--- src/rtl/slb_issue_pkg.sv ---
`default_nettype none
// ============================================================================
//  Module  : slb_issue_pkg
//  Purpose : Shared definitions for the load/store request issuer: size
//            codes, ROB tag width, FSM state encoding, the buffered memory-op
//            record and the load-result formatting function.
//  Ports   : none (package)
//  Revision: 1.0 - initial release
// ============================================================================
package slb_issue_pkg;

  localparam int TAG_W = 5;

  // Access size codes; code 3 is handled as a word.
  localparam logic [1:0] SZ_BYTE = 2'd0;
  localparam logic [1:0] SZ_HALF = 2'd1;
  localparam logic [1:0] SZ_WORD = 2'd2;

  // Issuer FSM states
  localparam logic [1:0] ST_IDLE  = 2'd0;
  localparam logic [1:0] ST_WAIT  = 2'd1;
  localparam logic [1:0] ST_DRAIN = 2'd2;

  // One buffered memory operation
  typedef struct packed {
    logic [TAG_W-1:0] entry;
    logic             wr;
    logic [1:0]       size;
    logic             sgn;
    logic [31:0]      addr;
    logic [31:0]      data;
  } mem_op_t;

  // Extract the accessed bytes of a little-endian response and extend them
  // to 32 bits.
  function automatic logic [31:0] fmt_load(input logic [1:0]  size,
                                           input logic        sgn,
                                           input logic [31:0] raw);
    logic [31:0] v;
    case (size)
      SZ_BYTE: v = {{24{sgn & raw[7]}}, raw[7:0]};
      SZ_HALF: v = {{16{sgn & raw[15]}}, raw[15:0]};
      SZ_WORD: v = raw;
      default: v = raw;
    endcase
    return v;
  endfunction

endpackage
`default_nettype wire

--- src/rtl/slb_fifo.sv ---
`default_nettype none
// ============================================================================
//  Module  : slb_fifo
//  Purpose : Circular buffer of memory ops with push, pop and flush.
//  Ports   : clk, rst_n       - clock, asynchronous active-low reset
//            i_en             - global advance enable (low = hold all state)
//            i_flush          - drop all entries (head catches up to tail)
//            i_push, i_data   - write one op at the tail
//            i_pop            - retire the op at the head
//            o_head           - op at the head (valid when !o_empty)
//            o_count          - number of stored ops
//            o_full, o_empty  - occupancy flags
//  Revision: 1.0 - initial release
// ============================================================================
module slb_fifo
  import slb_issue_pkg::*;
#(
  parameter int DEPTH = 16
) (
  input  logic                   clk,
  input  logic                   rst_n,
  input  logic                   i_en,
  input  logic                   i_flush,
  input  logic                   i_push,
  input  mem_op_t                i_data,
  input  logic                   i_pop,
  output mem_op_t                o_head,
  output logic [$clog2(DEPTH):0] o_count,
  output logic                   o_full,
  output logic                   o_empty
);

  localparam int PW = $clog2(DEPTH);

  mem_op_t         r_mem [DEPTH];
  logic [PW-1:0]   r_head;
  logic [PW-1:0]   r_tail;
  logic [PW:0]     r_count;

  // Pointers wrap naturally because DEPTH is a power of two.
  always_ff @(posedge clk or negedge rst_n) begin
    if (!rst_n) begin
      r_head  <= '0;
      r_tail  <= '0;
      r_count <= '0;
    end else if (i_en) begin
      if (i_flush) begin
        r_head  <= r_tail;
        r_count <= '0;
      end else begin
        if (i_push) r_tail <= r_tail + 1'b1;
        if (i_pop)  r_head <= r_head + 1'b1;
        case ({i_push, i_pop})
          2'b10:   r_count <= r_count + 1'b1;
          2'b01:   r_count <= r_count - 1'b1;
          default: ;
        endcase
      end
    end
  end

  // Storage needs no reset; occupancy is tracked by the pointers.
  always_ff @(posedge clk) begin
    if (i_en && i_push && !i_flush) r_mem[r_tail] <= i_data;
  end

  assign o_head  = r_mem[r_head];
  assign o_count = r_count;
  assign o_full  = (r_count == (PW+1)'(DEPTH));
  assign o_empty = (r_count == '0);

endmodule
`default_nettype wire

--- src/rtl/slb_issue.sv ---
`default_nettype none
// ============================================================================
//  Module  : slb_issue
//  Purpose : Load/store request issuer. Buffers memory ops from dispatch,
//            issues them one at a time to the dcache, posts stores, waits
//            for tagged load responses and broadcasts formatted load results
//            on a one-cycle result bus.
//  Ports   : clk_in, rst_in   - clock, asynchronous active-low reset
//            rdy_in           - global stall (low = hold everything)
//            clear            - misprediction flush
//            push_*           - op enqueue from dispatch; full = no room
//            req_*            - one-cycle request pulse to dcache
//            resp_*           - load data returned by dcache
//            cdb_*            - one-cycle load result broadcast
//  Revision: 1.0 - initial release
// ============================================================================
module slb_issue #(
  parameter int DEPTH        = 16,
  parameter int DRAIN_CYCLES = 16
) (
  input  logic        clk_in,
  input  logic        rst_in,
  input  logic        rdy_in,
  input  logic        clear,
  input  logic        push_valid,
  input  logic [4:0]  push_entry,
  input  logic        push_wr,
  input  logic [1:0]  push_size,
  input  logic        push_signed,
  input  logic [31:0] push_addr,
  input  logic [31:0] push_data,
  output logic        full,
  output logic        req_valid,
  output logic [4:0]  req_entry,
  output logic        req_wr,
  output logic [1:0]  req_size,
  output logic [31:0] req_addr,
  output logic [31:0] req_data,
  input  logic        resp_valid,
  input  logic [4:0]  resp_entry,
  input  logic [31:0] resp_data,
  output logic        cdb_valid,
  output logic [4:0]  cdb_entry,
  output logic [31:0] cdb_value
);

  import slb_issue_pkg::*;

  localparam int             DCW        = $clog2(DRAIN_CYCLES + 1);
  localparam logic [DCW-1:0] DRAIN_LAST = DCW'(DRAIN_CYCLES - 1);

  logic [1:0]             r_state;
  logic [DCW-1:0]         r_drain_cnt;
  logic [TAG_W-1:0]       r_tag;
  logic [1:0]             r_size;
  logic                   r_sgn;
  logic                   r_req_valid;
  logic [4:0]             r_req_entry;
  logic                   r_req_wr;
  logic [1:0]             r_req_size;
  logic [31:0]            r_req_addr;
  logic [31:0]            r_req_data;
  logic                   r_cdb_valid;
  logic [4:0]             r_cdb_entry;
  logic [31:0]            r_cdb_value;

  mem_op_t                w_push_op;
  mem_op_t                w_head;
  mem_op_t                w_op;
  logic [$clog2(DEPTH):0] w_count;
  logic                   w_full;
  logic                   w_empty;
  logic                   w_can_issue;
  logic                   w_pop;
  logic                   w_push_acc;
  logic                   w_bypass;
  logic                   w_issue;
  logic                   w_fifo_push;

  always_comb begin
    w_push_op.entry = push_entry;
    w_push_op.wr    = push_wr;
    w_push_op.size  = push_size;
    w_push_op.sgn   = push_signed;
    w_push_op.addr  = push_addr;
    w_push_op.data  = push_data;
  end

  // A request is held for one cycle, so a new one may be launched only when
  // the previous pulse has dropped.
  assign w_can_issue = (r_state == ST_IDLE) && !r_req_valid && !clear;
  assign w_pop       = w_can_issue && (w_count != '0);
  // When full, a push is still taken if the head leaves in the same cycle,
  // so the occupancy stays at DEPTH.
  assign w_push_acc  = push_valid && !clear && (!w_full || w_pop);
  // An op pushed into an empty buffer is issued straight from the push port,
  // giving a request on the cycle right after the push.
  assign w_bypass    = w_can_issue && w_empty && w_push_acc;
  assign w_issue     = w_pop || w_bypass;
  assign w_fifo_push = w_push_acc && !w_bypass;
  assign w_op        = w_empty ? w_push_op : w_head;

  slb_fifo #(
    .DEPTH (DEPTH)
  ) u_fifo (
    .clk     (clk_in),
    .rst_n   (rst_in),
    .i_en    (rdy_in),
    .i_flush (clear),
    .i_push  (w_fifo_push),
    .i_data  (w_push_op),
    .i_pop   (w_pop),
    .o_head  (w_head),
    .o_count (w_count),
    .o_full  (w_full),
    .o_empty (w_empty)
  );

  always_ff @(posedge clk_in or negedge rst_in) begin
    if (!rst_in) begin
      r_state     <= ST_IDLE;
      r_drain_cnt <= '0;
      r_tag       <= '0;
      r_size      <= '0;
      r_sgn       <= 1'b0;
      r_req_valid <= 1'b0;
      r_req_entry <= '0;
      r_req_wr    <= 1'b0;
      r_req_size  <= '0;
      r_req_addr  <= '0;
      r_req_data  <= '0;
      r_cdb_valid <= 1'b0;
      r_cdb_entry <= '0;
      r_cdb_value <= '0;
    end else if (rdy_in) begin
      r_req_valid <= 1'b0;
      r_cdb_valid <= 1'b0;

      // w_issue implies ST_IDLE, so it never competes with the case below.
      if (w_issue) begin
        r_req_valid <= 1'b1;
        r_req_entry <= w_op.entry;
        r_req_wr    <= w_op.wr;
        r_req_size  <= w_op.size;
        r_req_addr  <= w_op.addr;
        r_req_data  <= w_op.wr ? w_op.data : 32'h0;
        if (!w_op.wr) begin
          r_state <= ST_WAIT;
          r_tag   <= w_op.entry;
          r_size  <= w_op.size;
          r_sgn   <= w_op.sgn;
        end
      end

      case (r_state)
        ST_WAIT: begin
          if (clear) begin
            r_state     <= ST_DRAIN;
            r_drain_cnt <= '0;
          end else if (resp_valid && (resp_entry == r_tag)) begin
            r_cdb_valid <= 1'b1;
            r_cdb_entry <= r_tag;
            r_cdb_value <= fmt_load(r_size, r_sgn, resp_data);
            r_state     <= ST_IDLE;
          end
        end
        // The flushed load's response may still arrive; swallow it, or give
        // up after DRAIN_CYCLES.
        ST_DRAIN: begin
          if (clear) begin
            r_drain_cnt <= '0;
          end else if (resp_valid || (r_drain_cnt == DRAIN_LAST)) begin
            r_state     <= ST_IDLE;
            r_drain_cnt <= '0;
          end else begin
            r_drain_cnt <= r_drain_cnt + 1'b1;
          end
        end
        default: ;
      endcase
    end
  end

  assign full      = w_full;
  assign req_valid = r_req_valid;
  assign req_entry = r_req_entry;
  assign req_wr    = r_req_wr;
  assign req_size  = r_req_size;
  assign req_addr  = r_req_addr;
  assign req_data  = r_req_data;
  assign cdb_valid = r_cdb_valid;
  assign cdb_entry = r_cdb_entry;
  assign cdb_value = r_cdb_value;

endmodule
`default_nettype wire

--- config.mk ---
export PLATFORM = sky130hd
export DESIGN_NAME = slb_issue
export DESIGN_NICKNAME = d
export VERILOG_FILES = /design/src/rtl/slb_issue_pkg.sv /design/src/rtl/slb_fifo.sv /design/src/rtl/slb_issue.sv
export SDC_FILE = /design/constraint.sdc
export NUM_CORES = 1
export LEC_CHECK = 0
export ABC_CLOCK_PERIOD_IN_PS = 7500
export CAP_MARGIN = 30
export CORE_MARGIN = 2
export CORE_UTILIZATION = 35
export CTS_CLUSTER_DIAMETER = 30
export DETAILED_ROUTE_END_ITERATION = 7
export DONT_BUFFER_PORTS = 1
export PLACE_DENSITY_LB_ADDON = 0.12
export SYNTH_ARGS = -nofsm -noshare
export SYNTH_HDL_FRONTEND = slang
export SYNTH_SLANG_ARGS = --single-unit
--- constraint.sdc ---
create_clock -name clk_in -period 7.5 [get_ports clk_in]
set_clock_uncertainty 0.05 [all_clocks]
set_input_delay 0.75 -clock clk_in [delete_from_list [all_inputs] [get_ports clk_in]]
set_output_delay 0.75 -clock clk_in [all_outputs]
set_load 0.05 [all_outputs]
## Word-level counts from Yosys, hierarchy flattened

Memories as Yosys holds them, arrays and structs flattened.
Cells that the tools add are included.

| word-level totals | value |
|---|---|
| flip-flop bits (word level) | 139 |
| RAM bits | 1,168 |
| input bits | 116 |
| output and inout bits | 112 |
| word-level logic and storage cells | 92 |
| memories kept | 1 |

| operators by class | value |
|---|---|
| add/sub/neg operators | 5 |
| equality and inequality tests | 9 |
| mux-type cells | 24 |
| bitwise logic cells | 4 |
| reduce and logical (&&, ||, !) cells | 32 |

Memory list:

| name | depth | bits a word | read ports | clocked after memory_dff | wr ports | line | RTL |
|---|---|---|---|---|---|---|---|
| u_fifo.r_mem | 16 | 73 | 1 | 0 | 1 | slb_fifo.sv:35 | `mem_op_t r_mem [DEPTH];` |

Operators with widths:

| cell | count |
|---|---|
| $mux W73 | 1 |
| $pmux W32 S2 | 1 |
| $mux W32 | 1 |
| $mux W5 | 4 |
| $pmux W5 S2 | 2 |
| $mux W2 | 6 |
| $logic_and A1 B1 Y1 | 11 |
| $add A5 B1 Y5 const B | 2 |
| $reduce_and A3 Y1 | 3 |
| $add A4 B1 Y4 const B | 2 |
| $mux W4 | 2 |
| $eq A2 B1 Y1 const B | 3 |
| $mux W1 | 6 |
| $reduce_and A2 Y1 | 3 |
| $eq A5 B4 Y1 const B | 1 |
| $eq A5 B5 Y1 | 1 |
| $eq A5 B5 Y1 const B | 1 |
| $logic_not A5 Y1 | 1 |
| $reduce_bool A5 Y1 | 1 |
| $sub A5 B1 Y5 const B | 1 |
| $eq A2 B2 Y1 const B | 2 |
| $logic_not A1 Y1 | 4 |
| $logic_not A2 Y1 | 2 |
| $pmux W2 S2 | 1 |
| 7 further kinds | 12 |

## Logic depth before layout (Yosys ltp)

Gate-level depths: netlist of the first run.

| depth | value |
|---|---|
| depth after elaboration | 13 |
| mapped depth | 11 |
| depth with buffers taken out | 11 |

## By module

A second synthesis of the first run with hierarchy kept.

| unflattened totals | value |
|---|---|
| cell total of the unflattened synthesis | 2,830 |
| area, all modules | 51,677.1 um2 |

Modules (own cells, without submodules):

| module | times used | cells an instance | area an instance (um2) | sequential area each (um2) |
|---|---|---|---|---|
| slb_fifo | 1 | 2,280 | 45,716.3 | 35,399.0 |
| slb_issue | 1 | 550 | 5,960.7 | 3,153.0 |

## Worst setup path after synthesis of the first run

No wires, ideal clock.

| timing path | value |
|---|---|
| path type | in2reg |
| start point | input port rdy_in |
| end point | memory u_fifo.r_mem[3][0] (netlist name) (enable) |
| library setup time | 0.593 ns |
| data arrival time | 6.950 ns |
| data required time | 6.857 ns |
| slack | -0.094 ns |
| stages | 6 |
| path buffers | 1 |
| cell sequence | clkbuf_1 > nor2b_1 > nand2_1 > a21oi_1 > nand2_1 > nor3_1 |

| between the ends | value |
|---|---|
| word-level cells in the longest chain between the ends | 4 |

Ends and longest elaborated chain:

| item | line | RTL |
|---|---|---|
| from (decl) | slb_issue.sv:23 | `input logic rdy_in,` |
| $logic_and A1 B1 Y1 (2 in a row) | slb_fifo.sv:64 | `if (i_en && i_push && !i_flush) r_mem[r_tail] <= i_data;` |
| $mux W1 | slb_fifo.sv:64 |  |
| $mux W1 (not written as such) | slb_fifo.sv:64 |  |
| to (decl) | slb_fifo.sv:35 |  |

Every way passes these cells.

## Final worst setup path of the first run

| timing path | value |
|---|---|
| start point | register r_state[1] |
| end point | memory u_fifo.r_mem[11][23] (netlist name) (enable) |

| between the ends | value |
|---|---|
| word-level cells in the longest chain between the ends | 13 |
| elaborated cells on any way between the ends | 14 |
| classes of those cells | mux (2); reduce/logical (12) |

Ends and longest elaborated chain:

| item | line | RTL |
|---|---|---|
| from (decl) | slb_issue.sv:52 | `logic [1:0] r_state;` |
| from (signal assigned) | slb_issue.sv:121 | `r_state <= ST_IDLE;` |
| from (signal assigned) | slb_issue.sv:148 | `r_state <= ST_WAIT;` |
| from (signal assigned) | slb_issue.sv:158 | `r_state <= ST_DRAIN;` |
| $logic_not A2 Y1 (*) | slb_issue.sv:91 | `assign w_can_issue = (r_state == ST_IDLE) && !r_req_valid && !clear;` |
| $logic_and A1 B1 Y1 (*) (2 in a row) | slb_issue.sv:91 |  |
| $logic_and A1 B1 Y1 | slb_issue.sv:92 | `assign w_pop = w_can_issue && (w_count != '0);` |
| $logic_or A1 B1 Y1 | slb_issue.sv:95 | `assign w_push_acc = push_valid && !clear && (!w_full \|\| w_pop);` |
| $logic_and A1 B1 Y1 | slb_issue.sv:95 |  |
| $logic_and A1 B1 Y1 | slb_issue.sv:98 | `assign w_bypass = w_can_issue && w_empty && w_push_acc;` |
| $logic_not A1 Y1 | slb_issue.sv:100 | `assign w_fifo_push = w_push_acc && !w_bypass;` |
| $logic_and A1 B1 Y1 (*) | slb_issue.sv:100 |  |
| $logic_and A1 B1 Y1 (*) (2 in a row) | slb_fifo.sv:64 |  |
| $mux W1 (*) | slb_fifo.sv:64 |  |
| $mux W1 (not written as such) (*) | slb_fifo.sv:64 |  |

Mark *: on every way between the ends. The rest lies on a longest branch, timed or not.

==> results.json, run 1 <==
{
  "worstHoldPathType": "input pin to register",
  "wl_met1_um": 56700,
  "detailedRoute.firstIterationViolations": 1820,
  "post-synth-top-area-fraction_pct": 69.4,
  "wirelength_um": 133000,
  "fillCellCount": 12060,
  "grt-ovfl-total": 0,
  "worst_r2r_path_depth": 9,
  "netlist-cell-type-count": 60,
  "post_route_cell_area_um2": 65000,
  "maxSlewViolCount": 0,
  "worst_ep_required_time_ns": 7.92,
  "syn_area_per_cell_um2": 20.9,
  "fmaxAchievable_mhz": 230,
  "highest-signal-layer": "met5",
  "initial_core_utilization_pct": 35.2,
  "dieArea_um2": 147000,
  "ant_nets": 0,
  "worst_hold_check_slack_ns": 0.0601,
  "path_delay_family": "simple AND/OR/NAND/NOR gates",
  "clk_path_buf_depth": 4,
  "r2r_slack_ns": 3.16,
  "port_buffers": 0,
  "grt_usage_pct": 18.2,
  "wl_per_cell_um": 27.3,
  "fp.dieW_um": 384,
  "cts_inserted_buffers": 320,
  "core-area_um2": 143000,
  "layoutNonFillerInstCount": 4898,
  "post-cts-setup-buffer-count": 0,
  "cpMaxStageDelayCell": "nor2_4",
  "setup.worst_path.start_class": "register",
  "p_leak_nw": 21.9,
  "worstSetupPathType": "register to register",
  "pin_count": 228,
  "root_buffer": "clkbuf_16",
  "place_inst": 4238,
  "crit-reg2reg-launch": "r_state[1]",
  "seq_area_frac_synth_pct": 76.3,
  "worstHoldStart": "resp_data[20]",
  "grt_first_pass_wirelength_um": 195000,
  "mostFrequentLayoutCell": "edfxtp_1",
  "firstDrtPassIters": 5,
  "synth-edff-count": 1168,
  "cts.reportedPaths.clkPinSlew_ns": 0.04,
  "maxSlewHeadroom_pct": 27.4,
  "worst_setup_path_end_kind": "register",
  "routed-wl-met3_um": 8590,
  "timing_hold_violations_final": 0,
  "post_synth_inst_count": 2420,
  "clock-sinks": 1307,
  "final.setup.tns_ns": 0,
  "final.min_clock_period_ns": 4.34,
  "cts_tree": "built",
  "pwrdens_nw_per_um2": 431,
  "synthTopCellsByArea": "edfxtp_1 (69%), mux4_2 (13%), dfrtp_1 (6.9%)",
  "routabilityCongestion": 0.748,
  "finalCritPeriodShare_pct": 57.9,
  "final_layout_size_suffix_gt1_share_pct": 30.0,
  "grt_antenna_before_repair": 7,
  "run_status": "complete, no violations",
  "drcViolationCount": 0,
  "mostFrequentLayoutCells": "edfxtp_1 (1,168), clkbuf_16 (325), mux4_2 (289)",
  "min_path_cells": 2,
  "area_growth_pct": 28.6,
  "clk-insertion-delay-late_ns": 0.89,
  "number_of_max_cap_violations": 0,
  "post_synth_instance_area_um2": 50500,
  "ys_ff_latch": 1307,
  "destination_of_the_worst_register_to_register_timing_path": "u_fifo.r_mem[11][23]",
  "worst_hold_path.endpoint": "cdb_value[20]",
  "synth_top_cell_by_area": "edfxtp_1",
  "setup-violations-final": 0,
  "vdd_drop_max_v": 0.000248,
  "row_count": 139,
  "grt_setup_unrepaired": "false",
  "dpl_cell_area_um2": 53000,
  "crit_path_cell_trace": "inv_1 -> ha_1 -> nor2b_1 -> xnor2_1 -> a21oi_1 -> nand2_1 -> nor2_4 -> buf_16 -> buf_4",
  "worst_slew_pin_slew_ns": 1.09,
  "routed-wl-met2_um": 65300,
  "peak_per_stage_delay_on_the_critical_path_ns": 0.71,
  "critPathMaxFanout": 25,
  "pin_count_of_the_biggest_net_entering_global_routing": 140,
  "ys.warnings.count": 0,
  "detailedPlacementHpwl_um": 70300,
  "arrival_time_worst_endpoint_ns": 4.76,
  "vias": 25858,
  "postSynthNetCount": 2548,
  "fp.dieH_um": 384,
  "num-nets-final": 2880,
  "htree_num_levels": 5,
  "vias_in_the_first_global_route": 28110,
  "synth_flop_cell": "edfxtp_1",
  "detail_route.vias_per_cell": 5.28,
  "critical_path.n_buffers_inverters": 3,
  "async_reset_ff_share_pct": 10.6
}
## per-layer routing
metal | global-route usage, % | up-vias
met2 | 29.5 | 871
met5 | 0 | -
met3 | 4.95 | 225
li1 | - | 10884
met4 | 5.40 | 2
met1 | 23.9 | 13876
## how the worst max path moves through the flow
| stage | start | endpoint | cells past startpoint |
|---|---|---|---|
| after floorplan | rdy_in | u_fifo.r_mem[7][0] | 6 |
| after global placement | r_state[1] | u_fifo.r_mem[11][15] | 8 |
| after detailed placement | r_state[1] | u_fifo.r_mem[11][15] | 9 |
| after CTS | r_state[1] | u_fifo.r_mem[11][23] | 9 |
| after global routing | r_state[1] | u_fifo.r_mem[11][23] | 9 |
| final | r_state[1] | u_fifo.r_mem[11][23] | 9 |
## power breakdown
part	internal, W	leakage, nW	switching (W)
clock	0.00978	5.26	0.00413
combinational	0.00207	4.41	0.00260
sequential	0.00835	12.2	0.00105
## final cells by class
class                   count  area, µm²  share of cell area, %
multi-input cells         940      11400                   17.5
clock buffers             370       8390                   12.9
well taps                1903       2380                   3.66
flip-flops and latches   1307      38600                   59.3
diodes                      1       2.50                0.00385
inverters                  27        101                  0.156
clock inverters           194       2540                   3.91
repair buffers            156       1610                   2.48
## worst reg2reg max path, stage by stage, from the launching register on
cell,delay (ns)
dfrtp_1,0.41
inv_1,0.14
ha_1,0.17
nor2b_1,0.50
xnor2_1,0.13
a21oi_1,0.60
nand2_1,0.44
nor2_4,0.71
buf_16,0.26
buf_4,0.51
## sequential cells by signal (all words and copies together) (netlist names), 32 cells and up
signal / cells
req_data: 32
cdb_value: 32
req_addr: 32
u_fifo.r_mem: 1168
## synthesized netlist by cell type (2+ instances only)
cell type,count
edfxtp_1,1168
mux4_2,289
dfrtp_1,139
mux2i_1,99
clkbuf_1,69
a221oi_1,64
nand2_1,64
buf_2,63
nor2_1,56
o21ai_0,53
o22ai_1,44
a211oi_1,39
nor2b_1,37
mux2_1,36
a22o_1,32
inv_1,26
a21oi_1,23
ha_1,12
a21o_1,10
nand2b_1,8
xnor2_1,8
buf_4,7
buf_1,6
o21ai_1,6
o31ai_1,6
nor3_1,5
xor2_1,5
and3_1,3
mux2_2,3
nand3_1,3
nand4_1,3
o21a_1,3
nor4_1,2
nor4b_1,2
or2_2,2
## per-stage QoR
stage / setup slack [ns] / power [W] / util (%)
after floorplan: 1.87 / 0.0127 / -
after global placement: 2.89 / 0.0141 / 36.9
after detailed placement: 3.19 / 0.0141 / 37.0
after CTS: 3.14 / 0.0284 / 45.3
after global routing: 2.84 / 0.0291 / 45.3
final: 3.16 / 0.0280 / 45.3
## logic make-up after synthesis
kind of cell    share of synthesized area, %
simple gates                            1.84
flops                                   76.3
buf+inv                                 1.51
mux                                     15.7
compound gates                          4.12
xor+xnor                               0.225
fa+ha+maj                              0.297
## timing repair
action	4_1_cts	5_1_grt
hold buffers	93	0
hold endpoints to repair	1328	0
resized for setup	0	0
No activity file was read; power rests on OpenSTA's default activity.
==> run 2: changes to the inputs <==
--- a/config.mk
+++ b/config.mk
@@ -5,7 +5,7 @@
 export SDC_FILE = /design/constraint.sdc
 export NUM_CORES = 1
 export LEC_CHECK = 0
-export ABC_CLOCK_PERIOD_IN_PS = 7500
+export ABC_CLOCK_PERIOD_IN_PS = 3470
 export CAP_MARGIN = 30
 export CORE_MARGIN = 2
 export CORE_UTILIZATION = 35
==> constraint.sdc (replaced) <==
create_clock -name clk_in -period 3.47 [get_ports clk_in]
set_clock_uncertainty 0.05 [all_clocks]
set_input_delay 0.347 -clock clk_in [delete_from_list [all_inputs] [get_ports clk_in]]
set_output_delay 0.347 -clock clk_in [all_outputs]
set_load 0.05 [all_outputs]
==> results.json, run 2 (synthesis gave the netlist of run 1 again) <==
{
  "fp.dieH_um": 384,
  "root_buffer": "clkbuf_16",
  "setup.worst_path.start_class": "register",
  "dpl_cell_area_um2": 53500,
  "grt_util_met3_pct": 5.20,
  "pin_count": 228,
  "vias_in_the_first_global_route": 28124,
  "worst_setup_path_end_kind": "register",
  "detail_route.vias_per_cell": 5.27,
  "maxSlewViolCount": 0,
  "worst_hold_check_slack_ns": 0.0798,
  "fmaxAchievable_mhz": 301,
  "grtUsageMet1_pct": 23.3,
  "place_inst": 4255,
  "crit_path_cell_trace": "or4_1 -> o21ai_2 -> xnor2_1 -> ha_1 -> o31ai_1 -> nand2b_1 -> mux2i_1 -> nand4b_1 -> dlygate4sd3_1 -> o311ai_1",
  "number_of_max_cap_violations": 0,
  "pwrdens_nw_per_um2": 902,
  "core-area_um2": 143000,
  "fillCellCount": 12108,
  "vias": 25973,
  "initial_core_utilization_pct": 35.2,
  "routabilityCongestion": 0.739,
  "grt_first_pass_wirelength_um": 193000,
  "worstSetupPathType": "register to register",
  "grt-ovfl-total": 0,
  "mostFrequentLayoutCell": "edfxtp_1",
  "vdd_drop_max_v": 0.000568,
  "worst_ep_required_time_ns": 4.19,
  "worst_slew_pin_slew_ns": 1.04,
  "port_buffers": 0,
  "post_route_cell_area_um2": 65100,
  "grt_antenna_before_repair": 15,
  "clk-insertion-delay-late_ns": 0.89,
  "cpMaxStageDelayCell": "or4_1",
  "post-cts-setup-buffer-count": 0,
  "finalCritPeriodShare_pct": 95.8,
  "largest_reg_flops": 1168,
  "worstHoldPathType": "input pin to register",
  "mostFrequentLayoutCells": "edfxtp_1 (1,168), clkbuf_16 (316), mux4_2 (289)",
  "regArea_um2": 38600,
  "grt_usage_pct": 18.1,
  "maxSlewHeadroom_pct": 30.2,
  "peak_per_stage_delay_on_the_critical_path_ns": 0.73,
  "critPathMaxFanout": 7,
  "grt.busiest_layer": "met2",
  "run_status": "complete, no violations",
  "p_leak_nw": 21.9,
  "arrival_time_worst_endpoint_ns": 4.05,
  "detailedPlacementHpwl_um": 65300,
  "multi_input_comb_area_um2": 11400,
  "drcViolationCount": 0,
  "final.min_clock_period_ns": 3.32,
  "clk_path_buf_depth": 4,
  "pin_count_of_the_biggest_net_entering_global_routing": 140,
  "clock-sinks": 1307,
  "fp.dieW_um": 384,
  "final_layout_size_suffix_gt1_share_pct": 29.4,
  "cts.reportedPaths.clkPinSlew_ns": 0.04,
  "layoutNonFillerInstCount": 4925,
  "num-nets-final": 2911,
  "grt_util_met2_pct": 29.6,
  "htree_num_levels": 5,
  "area_growth_pct": 28.7,
  "cts_tree": "built",
  "wirelength_um": 133000,
  "grt_setup_unrepaired": "false",
  "row_count": 139,
  "top_register": "u_fifo.r_mem",
  "wl_per_cell_um": 27.0,
  "timing_hold_violations_final": 0,
  "dieArea_um2": 147000,
  "ant_nets": 0,
  "setup-violations-final": 0,
  "firstDrtPassIters": 7,
  "cts_inserted_buffers": 305,
  "detailedRoute.firstIterationViolations": 1803
}
==> run 2: cell types whose count changed in the layout (fill, tap and decap cells not counted), sizes merged <==
cell         before  now
dlygate4sd3      92  123
buf              64   79
bufinv           53   40
inv              52   41
diode             1    7
clkinv           84   89
clkbuf          370  366
clkinvlp         32   30
==> run 2: what timing repair did <==
item | CTS | global route
hold buffers | 124 | 0
hold endpoints to repair | 1440 | 0
gates resized for setup | 0 | 1
setup endpoints to repair | 0 | 1
==> run 2: power by group <==
group	internal, W	switching (W)
sequential	0.0180	0.00236
clock	0.0197	0.00849
combinational	0.00473	0.00538
==> run 2: worst paths after layout <==
check | from | endpoint | slack, ns | depth (start not counted)
max | u_fifo.o_count[1] | u_fifo.o_count[4] | 0.15 | 10
min in group asynchronous | rst_in | req_addr[18] | 0.24 | 2
min reg2reg | r_drain_cnt[4] | r_drain_cnt[4] | 0.42 | 2
max reg2reg | u_fifo.o_count[1] | u_fifo.o_count[4] | 0.15 | 10
max in group asynchronous | rst_in | req_valid | 2.36 | 2
min | resp_data[15] | cdb_value[19] | 0.08 | 4
==> run 2: through the flow <==
step | worst slack (ns) | util (%) | total power [W] | setup TNS (ns)
global route | 0.0292 | 45.3 | 0.0610 | 0
finish | 0.146 | 45.3 | 0.0587 | 0
floorplan | -0.403 | - | 0.0274 | -399.74
global placement | 0.571 | 37.3 | 0.0305 | 0
CTS | 0.214 | 45.3 | 0.0595 | 0
detailed placement | 0.550 | 37.3 | 0.0306 | 0
==> run 2: area by class of cell <==
type | instances | area share, %
clock inverters | 173 | 3.10
flip-flops and latches | 1307 | 59.3
repair buffers | 202 | 3.59
well taps | 1903 | 3.66
inverters | 27 | 0.156
clock buffers | 366 | 12.6
diodes | 7 | 0.0269
multi-input cells | 940 | 17.5
==> run 2: critical path: cells and delay by family, from the launching register on <==
| family | cells | cell delay [ns] |
|---|---|---|
| mux | 1 | 0.22 |
| buf+inv | 1 | 0.58 |
| fa+ha+maj | 1 | 0.23 |
| compound gates | 3 | 0.63 |
| xor+xnor | 1 | 0.14 |
| flops | 1 | 0.45 |
| simple gates | 3 | 0.92 |
==> run 2: per-layer routing <==
layer,vias to the layer above,wire (µm)
li1,10936,-
met1,13851,55700
met2,924,65500
met3,246,9010
met4,16,2830
met5,-,102
